File: config.mk
export PLATFORM = sky130hd
export DESIGN_NAME = z80_screen_snoop
export DESIGN_NICKNAME = d
export VERILOG_FILES = /design/src/rtl/z80_screen_snoop.sv
export SDC_FILE = /design/constraint.sdc
export NUM_CORES = 1
export LEC_CHECK = 0
export ABC_AREA = 1
export ABC_CLOCK_PERIOD_IN_PS = 2550
export BUFFER_PORTS_ARGS = -buffer_cell sky130_fd_sc_hd__buf_2
export CAP_MARGIN = 20
export CORE_MARGIN = 10
export CORE_UTILIZATION = 28
export DETAILED_ROUTE_END_ITERATION = 6
export GPL_ROUTABILITY_DRIVEN = 0
export PLACE_DENSITY_LB_ADDON = 0.2
export SETUP_SLACK_MARGIN = 0.3
export SYNTH_ARGS = -nofsm -noshare
export SYNTH_HDL_FRONTEND = slang
export SYNTH_SLANG_ARGS = --single-unit
File: constraint.sdc
create_clock -name CLK -period 2.55 [get_ports CLK]
set_clock_uncertainty 0.2 [all_clocks]
set_input_delay 0.3825 -clock CLK [delete_from_list [all_inputs] [get_ports CLK]]
set_output_delay 0.3825 -clock CLK [all_outputs]
set_load 0.05 [all_outputs]
File: src/rtl/z80_screen_snoop.sv
// Purpose: snoop Z80 memory writes into the ZX screen window and queue them as {offset, data} beats.
// Latency: SYNC_STAGES+FILTER_CYCLES+1 CLK edges from stable bus pins to the entry at the FIFO head.
// Backpressure: a FIFO_DEPTH-entry queue absorbs a stalled wr_ready; writes arriving while it is full are dropped and flag overflow.
// Optional: define SNOOP_ACTIVITY_LED_EN to stretch every accepted push onto LED1 for 2^20 cycles.
module z80_screen_snoop #(
  parameter int          SYNC_STAGES   = 2,
  parameter int          FILTER_CYCLES = 2,
  parameter int          FIFO_DEPTH    = 8,
  parameter logic [15:0] BASE_ADDR     = 16'h4000,
  parameter int          WINDOW_SIZE   = 6912
) (
  input  logic                          CLK,
  input  logic                          RST,
  input  logic [15:0]                   A,
  input  logic [7:0]                    D,
  input  logic                          MRQ,
  input  logic                          WR,
  output logic [12:0]                   wr_addr,
  output logic [7:0]                    wr_data,
  output logic                          wr_valid,
  input  logic                          wr_ready,
  input  logic                          clear_overflow,
  output logic                          overflow,
  output logic [$clog2(FIFO_DEPTH):0]   fifo_level,
  output logic                          LED1
);

  localparam int PTR_W = $clog2(FIFO_DEPTH);
  localparam int LVL_W = PTR_W + 1;
  localparam int CNT_W = $clog2(FILTER_CYCLES + 1);
  localparam logic [16:0]      WIN_END = 17'(BASE_ADDR) + 17'(WINDOW_SIZE);
  localparam logic [LVL_W-1:0] LVL_FULL = LVL_W'(FIFO_DEPTH);

  typedef struct packed {
    logic [12:0] addr;
    logic [7:0]  data;
  } entry_t;

  typedef enum logic [1:0] {S_IDLE, S_QUAL, S_HOLD} state_t;

  // ---------------- bus synchronisers ----------------
  logic [SYNC_STAGES-1:0][15:0] a_sync;
  logic [SYNC_STAGES-1:0][7:0]  d_sync;
  logic [SYNC_STAGES-1:0]       mrq_sync;
  logic [SYNC_STAGES-1:0]       wr_sync;

  // Strobe chains reset to the deasserted level so leaving reset never looks like a bus write
  always_ff @(posedge CLK or negedge RST) begin
    if (!RST) begin
      a_sync   <= '0;
      d_sync   <= '0;
      mrq_sync <= '1;
      wr_sync  <= '1;
    end else begin
      a_sync   <= {a_sync[SYNC_STAGES-2:0], A};
      d_sync   <= {d_sync[SYNC_STAGES-2:0], D};
      mrq_sync <= {mrq_sync[SYNC_STAGES-2:0], MRQ};
      wr_sync  <= {wr_sync[SYNC_STAGES-2:0], WR};
    end
  end

  logic [15:0] a_s;
  logic [7:0]  d_s;
  logic        strobe_s;
  assign a_s      = a_sync[SYNC_STAGES-1];
  assign d_s      = d_sync[SYNC_STAGES-1];
  assign strobe_s = !mrq_sync[SYNC_STAGES-1] && !wr_sync[SYNC_STAGES-1];

  // ---------------- write qualifier FSM ----------------
  state_t           state;
  logic [CNT_W-1:0] cnt;
  logic             push_vld;
  entry_t           push_dat;
  logic             capture;
  logic             in_win;
  logic [12:0]      a_off;

  // Capture fires on the edge where the strobe has been low for FILTER_CYCLES consecutive cycles
  always_comb begin
    capture = 1'b0;
    if (strobe_s) begin
      if (state == S_IDLE && FILTER_CYCLES == 1)
        capture = 1'b1;
      else if (state == S_QUAL && cnt == CNT_W'(FILTER_CYCLES - 1))
        capture = 1'b1;
    end
  end

  // Modulo-2^13 subtraction equals the truncated full-width offset
  assign in_win = (a_s >= BASE_ADDR) && ({1'b0, a_s} < WIN_END);
  assign a_off  = a_s[12:0] - BASE_ADDR[12:0];

  // Qualify the strobe, latch address/data on capture, then hold until the strobe ends
  always_ff @(posedge CLK or negedge RST) begin
    if (!RST) begin
      state    <= S_IDLE;
      cnt      <= '0;
      push_vld <= 1'b0;
      push_dat <= '0;
    end else begin
      push_vld <= capture && in_win;
      if (capture)
        push_dat <= '{addr: a_off, data: d_s};
      case (state)
        S_IDLE: begin
          if (strobe_s) begin
            cnt   <= CNT_W'(1);
            state <= capture ? S_HOLD : S_QUAL;
          end
        end
        S_QUAL: begin
          if (!strobe_s) begin
            cnt   <= '0;
            state <= S_IDLE;
          end else begin
            cnt <= cnt + CNT_W'(1);
            if (capture)
              state <= S_HOLD;
          end
        end
        S_HOLD: begin
          if (!strobe_s) begin
            cnt   <= '0;
            state <= S_IDLE;
          end
        end
        default: begin
          cnt   <= '0;
          state <= S_IDLE;
        end
      endcase
    end
  end

  // ---------------- first-word-fall-through write queue ----------------
  entry_t           mem [FIFO_DEPTH];
  logic [PTR_W-1:0] rd_ptr;
  logic [PTR_W-1:0] wr_ptr;
  logic [LVL_W-1:0] level;
  entry_t           head_q;

  logic             pop;
  logic             push_acc;
  logic             drop;
  logic [LVL_W-1:0] level_nxt;
  logic [LVL_W-1:0] remain;
  logic [PTR_W-1:0] rd_ptr_nxt;
  entry_t           head_nxt;

  // A full queue still accepts a push when the head leaves on the same edge
  always_comb begin
    pop        = wr_valid && wr_ready;
    push_acc   = push_vld && ((level != LVL_FULL) || pop);
    drop       = push_vld && (level == LVL_FULL) && !pop;
    level_nxt  = level + LVL_W'(push_acc) - LVL_W'(pop);
    remain     = level - LVL_W'(pop);
    rd_ptr_nxt = rd_ptr + PTR_W'(pop);
    head_nxt   = (remain == '0) ? push_dat : mem[rd_ptr_nxt];
  end

  // Storage array needs no reset: entries are only read after being written
  always_ff @(posedge CLK) begin
    if (push_acc)
      mem[wr_ptr] <= push_dat;
  end

  // Pointers, occupancy, registered head and sticky overflow
  always_ff @(posedge CLK or negedge RST) begin
    if (!RST) begin
      rd_ptr   <= '0;
      wr_ptr   <= '0;
      level    <= '0;
      wr_valid <= 1'b0;
      head_q   <= '0;
      overflow <= 1'b0;
    end else begin
      rd_ptr   <= rd_ptr_nxt;
      level    <= level_nxt;
      wr_valid <= (level_nxt != '0);
      if (push_acc)
        wr_ptr <= wr_ptr + PTR_W'(1);
      if (level_nxt != '0)
        head_q <= head_nxt;
      if (drop)
        overflow <= 1'b1;
      else if (clear_overflow)
        overflow <= 1'b0;
    end
  end

  assign wr_addr    = head_q.addr;
  assign wr_data    = head_q.data;
  assign fifo_level = level;

  // ---------------- activity LED ----------------
`ifdef SNOOP_ACTIVITY_LED_EN
  logic [20:0] led_cnt;

  // Reload the stretch counter on every accepted push, then count down to zero
  always_ff @(posedge CLK or negedge RST) begin
    if (!RST)
      led_cnt <= '0;
    else if (push_acc)
      led_cnt <= 21'h10_0000;
    else if (led_cnt != '0)
      led_cnt <= led_cnt - 21'd1;
  end

  assign LED1 = (led_cnt != '0);
`else
  assign LED1 = 1'b0;
`endif

endmodule

**After elaboration in Yosys (flattened, before gate mapping)**

Memory sizes are Yosys's and may differ from the RTL's.
Cells that the tools add are included.

- Memory bits (read-only): 0
- Word-level logic and storage cells: 69
- Bits in latches: 0
- Bits of input ports: 30
- Memory bits (writable): 168
- Flip-flop bits (word level): 111
- Memories kept: 1

Memory list:

| memory | words | bits a word | rd ports | clocked after Yosys merged registers in | wr ports | RTL line | source |
|---|---|---|---|---|---|---|---|
| mem | 8 | 21 | 1 | 0 | 1 | 136 | `entry_t mem [FIFO_DEPTH];` |

- Divide/modulo/power cells: 0
- Multiply operators: 0
- Reductions and logical operators: 18
- Equal/unequal tests: 8
- Mux-type cells: 16
- Bitwise operators: 0
- Order comparisons: 2
- $add $sub $neg: 6
- Shift operators: 0

Operator list:

| kind | count |
|---|---|
| 2-to-1 mux 21 bit | 1 |
| greater-or-equal comparator 16 x 15 -> 1 bit, second input constant | 1 |
| less-than comparator 16 x 15 -> 1 bit, second input constant | 1 |
| 2-to-1 mux 2 bit | 7 |
| one-hot mux 2 bit (3 select lines) | 2 |
| logical AND 1 bit | 8 |
| subtractor 4 x 1 -> 4 bit | 2 |
| 2-to-1 mux 1 bit | 6 |
| adder 4 x 1 -> 4 bit | 1 |
| equality test 2 x 1 -> 1 bit, second input constant | 2 |
| equality test 4 bit, second input constant | 1 |
| logical NOT 4 bit | 1 |
| != test 2 bit, second input constant | 2 |
| != test 4 bit, second input constant | 1 |
| nonzero test 4 bit | 1 |
| adder 3 x 1 -> 3 bit | 1 |
| adder 3 x 1 -> 3 bit, second input constant | 1 |
| logical NOT 1 bit | 3 |
| != test 3 bit, second input constant | 1 |
| AND reduction 3 bit | 1 |
| adder 2 x 1 -> 2 bit, second input constant | 1 |
| equality test 2 bit, second input constant | 1 |
| logical NOT 2 bit | 1 |
| AND reduction 2 bit | 1 |
| other kinds (2) | 2 |

**Depth between registers and ports, before layout**

- Word-level depth: 7
- Gate-level depth with buffers: 16

**Worst setup path before layout**

OpenSTA, ideal clock, no wires.

- Path kind: reg-to-reg
- Start: register level[2] (netlist: fifo_level[2])
- End: register head_q, in the netlist wr_addr[0]
- Path slack: -0.567 ns
- Data required time: 2.232 ns
- Arrival time: 2.799 ns
- Path buffers: 1
- Period minus slack after synthesis: 3.117 ns
- Cell stages (with the launch flop): 17
- Cells stage by stage: dfrtp_1 > inv_1 > ha_1 > nand4_1 > nand2_1 > inv_1 > nand2_1 > nand2_1 > ha_1 > inv_1 > fa_1 > inv_1 > nor3_2 > nand3_2 > buf_2 > nand2_1 > nand2_1

- Word-level cells in the longest chain between the ends: 6
- Elaborated cells between the ends (all ways): 9
- Classes of those cells: add/sub: 3; eq/ne: 1; mux: 1; reduce/logical: 4

Ends and longest elaborated chain:

| what | RTL line | source |
|---|---|---|
| start: declaration | 139 | `logic [LVL_W-1:0] level;` |
| start signal: assignment | 178 | `level <= level_nxt;` |
| != test 4 bit | 153 | `push_acc = push_vld && ((level != LVL_FULL) \|\| pop);` |
| logical OR 1 bit | 153 |  |
| logical AND 1 bit | 153 |  |
| adder 4 x 1 -> 4 bit | 155 | `level_nxt = level + LVL_W'(push_acc) - LVL_W'(pop);` |
| subtractor 4 x 1 -> 4 bit | 155 |  |
| via level_nxt[1] | 145 | `logic [LVL_W-1:0] level_nxt;` |
| nonzero test 4 bit | 182 | `if (level_nxt != '0)` |
| end signal: assignment | 183 | `head_q <= head_nxt;` |
| end: declaration | 140 | `entry_t head_q;` |

The timed path passes the listed nets, and every way through them passes these cells.
A chain may end at the register's enable or synchronous reset.

**Final worst setup path**

- Start: register level[3] (netlist: fifo_level[3])
- End: register head_q, in the netlist wr_addr[0]

Same word-level chain as after synthesis.

==> impl_metrics.yaml <==
sta:
  tns_ns: -1.45
  hold_ws_ns: 0.145
  fin_crit_sh: 1.03
  report.final.slew_viol_count: 0
  rsz0062_at_grt: "true"
  worst_slack_ns: -0.0776
  finalHoldViolCount: 0
  fin_crit_ns: 2.63
  report.final.setup_viol: 23
  max_freq_mhz: 381
grt:
  grt_max_degree: 45
  grtUsageTotal: 0.117
  grt-ovfl-total: 0
  grt_pass1_wl_um: 43400
  grt_antenna_before_repair: 0
  grt_pass1_vias: 7201
route:
  drc: 0
  vias: 7326
  wirelength_um: 29200
  ant_nets: 0
  highest_layer: "met4"
  wl_per_cell_um: 16.9
  routedLengthMet1_um: 13300
  viasPerCell: 4.24
  dr.pass1.iters: 6
  drtIter0Drc: 450
  met2_length_um: 13800
  wl_met3_um: 1570
logic_synthesis:
  post_synth.cell_area_avg_um2: 11.0
  synth_enable_flop_cells: 168
  ys_seq_elements: 279
  synth_warnings: 0
  syn_nets: 1058
  synthFlopType: "edfxtp_1"
  synthDistinctLibCells: 34
  syn_inst: 1017
  async_flop_share: 0.398
  syn_area_mm2: 0.0112
  yosysSeqAreaShare: 0.699
worst_setup_path:
  crit_path_start: "fifo_level[3]"
  cp_cell_sequence: "ha_4 > nand4_1 > nand2_2 > inv_2 > nand2_2 > nand2_2 > ha_4 > inv_2 > fa_2 > inv_2 > nor3_4 > nand3_2 > buf_12 > nand2_1 > nand2_1"
  reg2reg_depth: 15
  cpLargestDelayFamily: "adder cells"
  endpoint_kind: "flip-flop"
  path_class: "flip-flop to flip-flop"
  cpPeakStageDelay_ns: 0.52
  critPathArrivalTime_ns: 2.83
  r2r-start: "fifo_level[3]"
  worst_setup_path_start_kind: "flip-flop"
  r2r-end: "wr_addr[0]"
  critPathSlowestCell: "fa_2"
  worst-path-buf-inv: 4
  crit_path_max_fanout: 21
  reg2reg_slack_ns: -0.08
  required_ns: 2.75
power:
  p_clk_frac: 0.249
  pwr-share-seq: 0.349
  power.leakage_uw: 0.00643
  p_sw_uw: 7110
  swShare: 0.399
  irDropWorstVdd_v: 0.000529
  pwr_density_cell_mw_per_mm2: 1230
  power_frac_comb: 0.402
  internal_power_uw: 10700
finish:
  syn_to_final_growth_pct: 29.9
  drive_gt1_frac: 0.201
  antenna_cells: 0
  mostFrequentLayoutCell: "nand2_1"
  final_cell_mix: "nand2_1, edfxtp_1, nand3_1, inv_1, dfrtp_1"
  nNetsFinal: 1217
place:
  dp_slack_ns: -0.0834
  hpwl_um: 16000
  portBuffers: 56
floorplanning:
  start_util: 0.282
  core_area_mm2: 0.0396
  row_count: 73
  ios: 58
  die_x_um: 220
  die_height_um: 220
  die_area_mm2: 0.0484
cts:
  htreeDepth: 2
  clock_path_buffers: 3
  cts_tree: "yes"
  cts-root-buf: "clkbuf_16"
  clk_pin_slew_ns: 0.06
  cts.sinks: 279
  cts_buffers: 34
  clk_latency_ns: 0.52
run_status:
  run_status: "finished with violations"
  violations: "negative setup slack"
hold_path:
  hp-class: "primary input to asynchronous set/reset pin"
run:
  drv_cap: 0
## worst max path at each step
stage                 end  cells after the start
3_5_place_dp   wr_addr[1]                     16
4_1_cts        wr_addr[1]                     15
6_report       wr_addr[0]                     15
3_3_place_gp   wr_data[7]                     15
2_1_floorplan  wr_addr[0]                     16
5_1_grt        wr_data[2]                     14
## area by class of cell
| class | count | area (µm²) |
|---|---|---|
| clock inverter | 9 | 72.6 |
| multi-input combinational | 541 | 2730 |
| fill | 3922 | 25100 |
| clock buffer | 52 | 948 |
| tap | 525 | 657 |
| timing repair buffer | 167 | 1720 |
| inverter | 153 | 574 |
| sequential | 279 | 7830 |
## kinds of logic after synthesis
family | share of synthesized area
fa+ha+maj | 0.0130
flops | 0.699
simple gates | 0.186
mux | 0.0181
buf+inv | 0.0710
other cells | 0.000335
compound gates | 0.00894
xor+xnor | 0.00313
## sequential cells by signal (all words and copies together), names as in the netlist
signal and flops:
push_vld 1, state 2, wr_data 8, a_sync 16, mrq_sync 2, overflow 1, mem 168, wr_ptr 3
d_sync 8, d_s 8, wr_addr 13, wr_sync 2, cnt 2, wr_valid 1, push_dat 21, rd_ptr 3
fifo_level 4, a_s 16
## synth_stat cells (2+ instances only)
cell | count | share of area
nand2_1 | 320 | 0.11
edfxtp_1 | 168 | 0.45
inv_1 | 151 | 0.051
nand3_1 | 148 | 0.066
dfrtp_1 | 107 | 0.24
buf_2 | 35 | 0.016
nor2_1 | 16 | 0.0054
mux2_2 | 11 | 0.011
ha_1 | 10 | 0.011
mux2_1 | 7 | 0.0070
o21ai_0 | 7 | 0.0031
clkbuf_1 | 4 | 0.0013
dfstp_2 | 4 | 0.0094
buf_4 | 3 | 0.0020
xor2_1 | 3 | 0.0023
a21oi_1 | 2 | 0.00089
buf_1 | 2 | 0.00067
o2111ai_1 | 2 | 0.0016
o211ai_1 | 2 | 0.0013
## metal layers
metal / up-vias / track usage
li1: 3596 / -
met1: 3511 / 0.161
met2: 178 / 0.184
met3: 41 / 0.0225
met4: 0 / 0.0352
met5: - / 0
## through the flow
step                total power [µW]  cell area (µm²)  instances  utilization
floorplan                      10500            11300       1017            -
CTS                            18000            14100       1710        0.356
finish                         17800            14500       1726        0.367
global placement               13200            12600       1600        0.318
detailed placement             13300            12600       1600        0.318
global route                   19000            14500       1726        0.367
## repair_timing
item	in CTS	in global routing
resized for setup	11	36
setup endpoints to repair	22	191
setup buffers	21	7
endpoints found under the hold margin	113	0
gates cloned	0	9
pin swaps	0	5
hold buffers	28	0
## power by group through the flow
stage          clock, µW  combinational (µW)  sequential [µW]
2_1_floorplan          0                3710             6800
3_3_place_gp           0                6910             6310
3_5_place_dp           0                6940             6310
4_1_cts             4590                7150             6230
5_1_grt             4760                7950             6310
6_report            4450                7180             6220
Power figures use the tool's default switching activity.
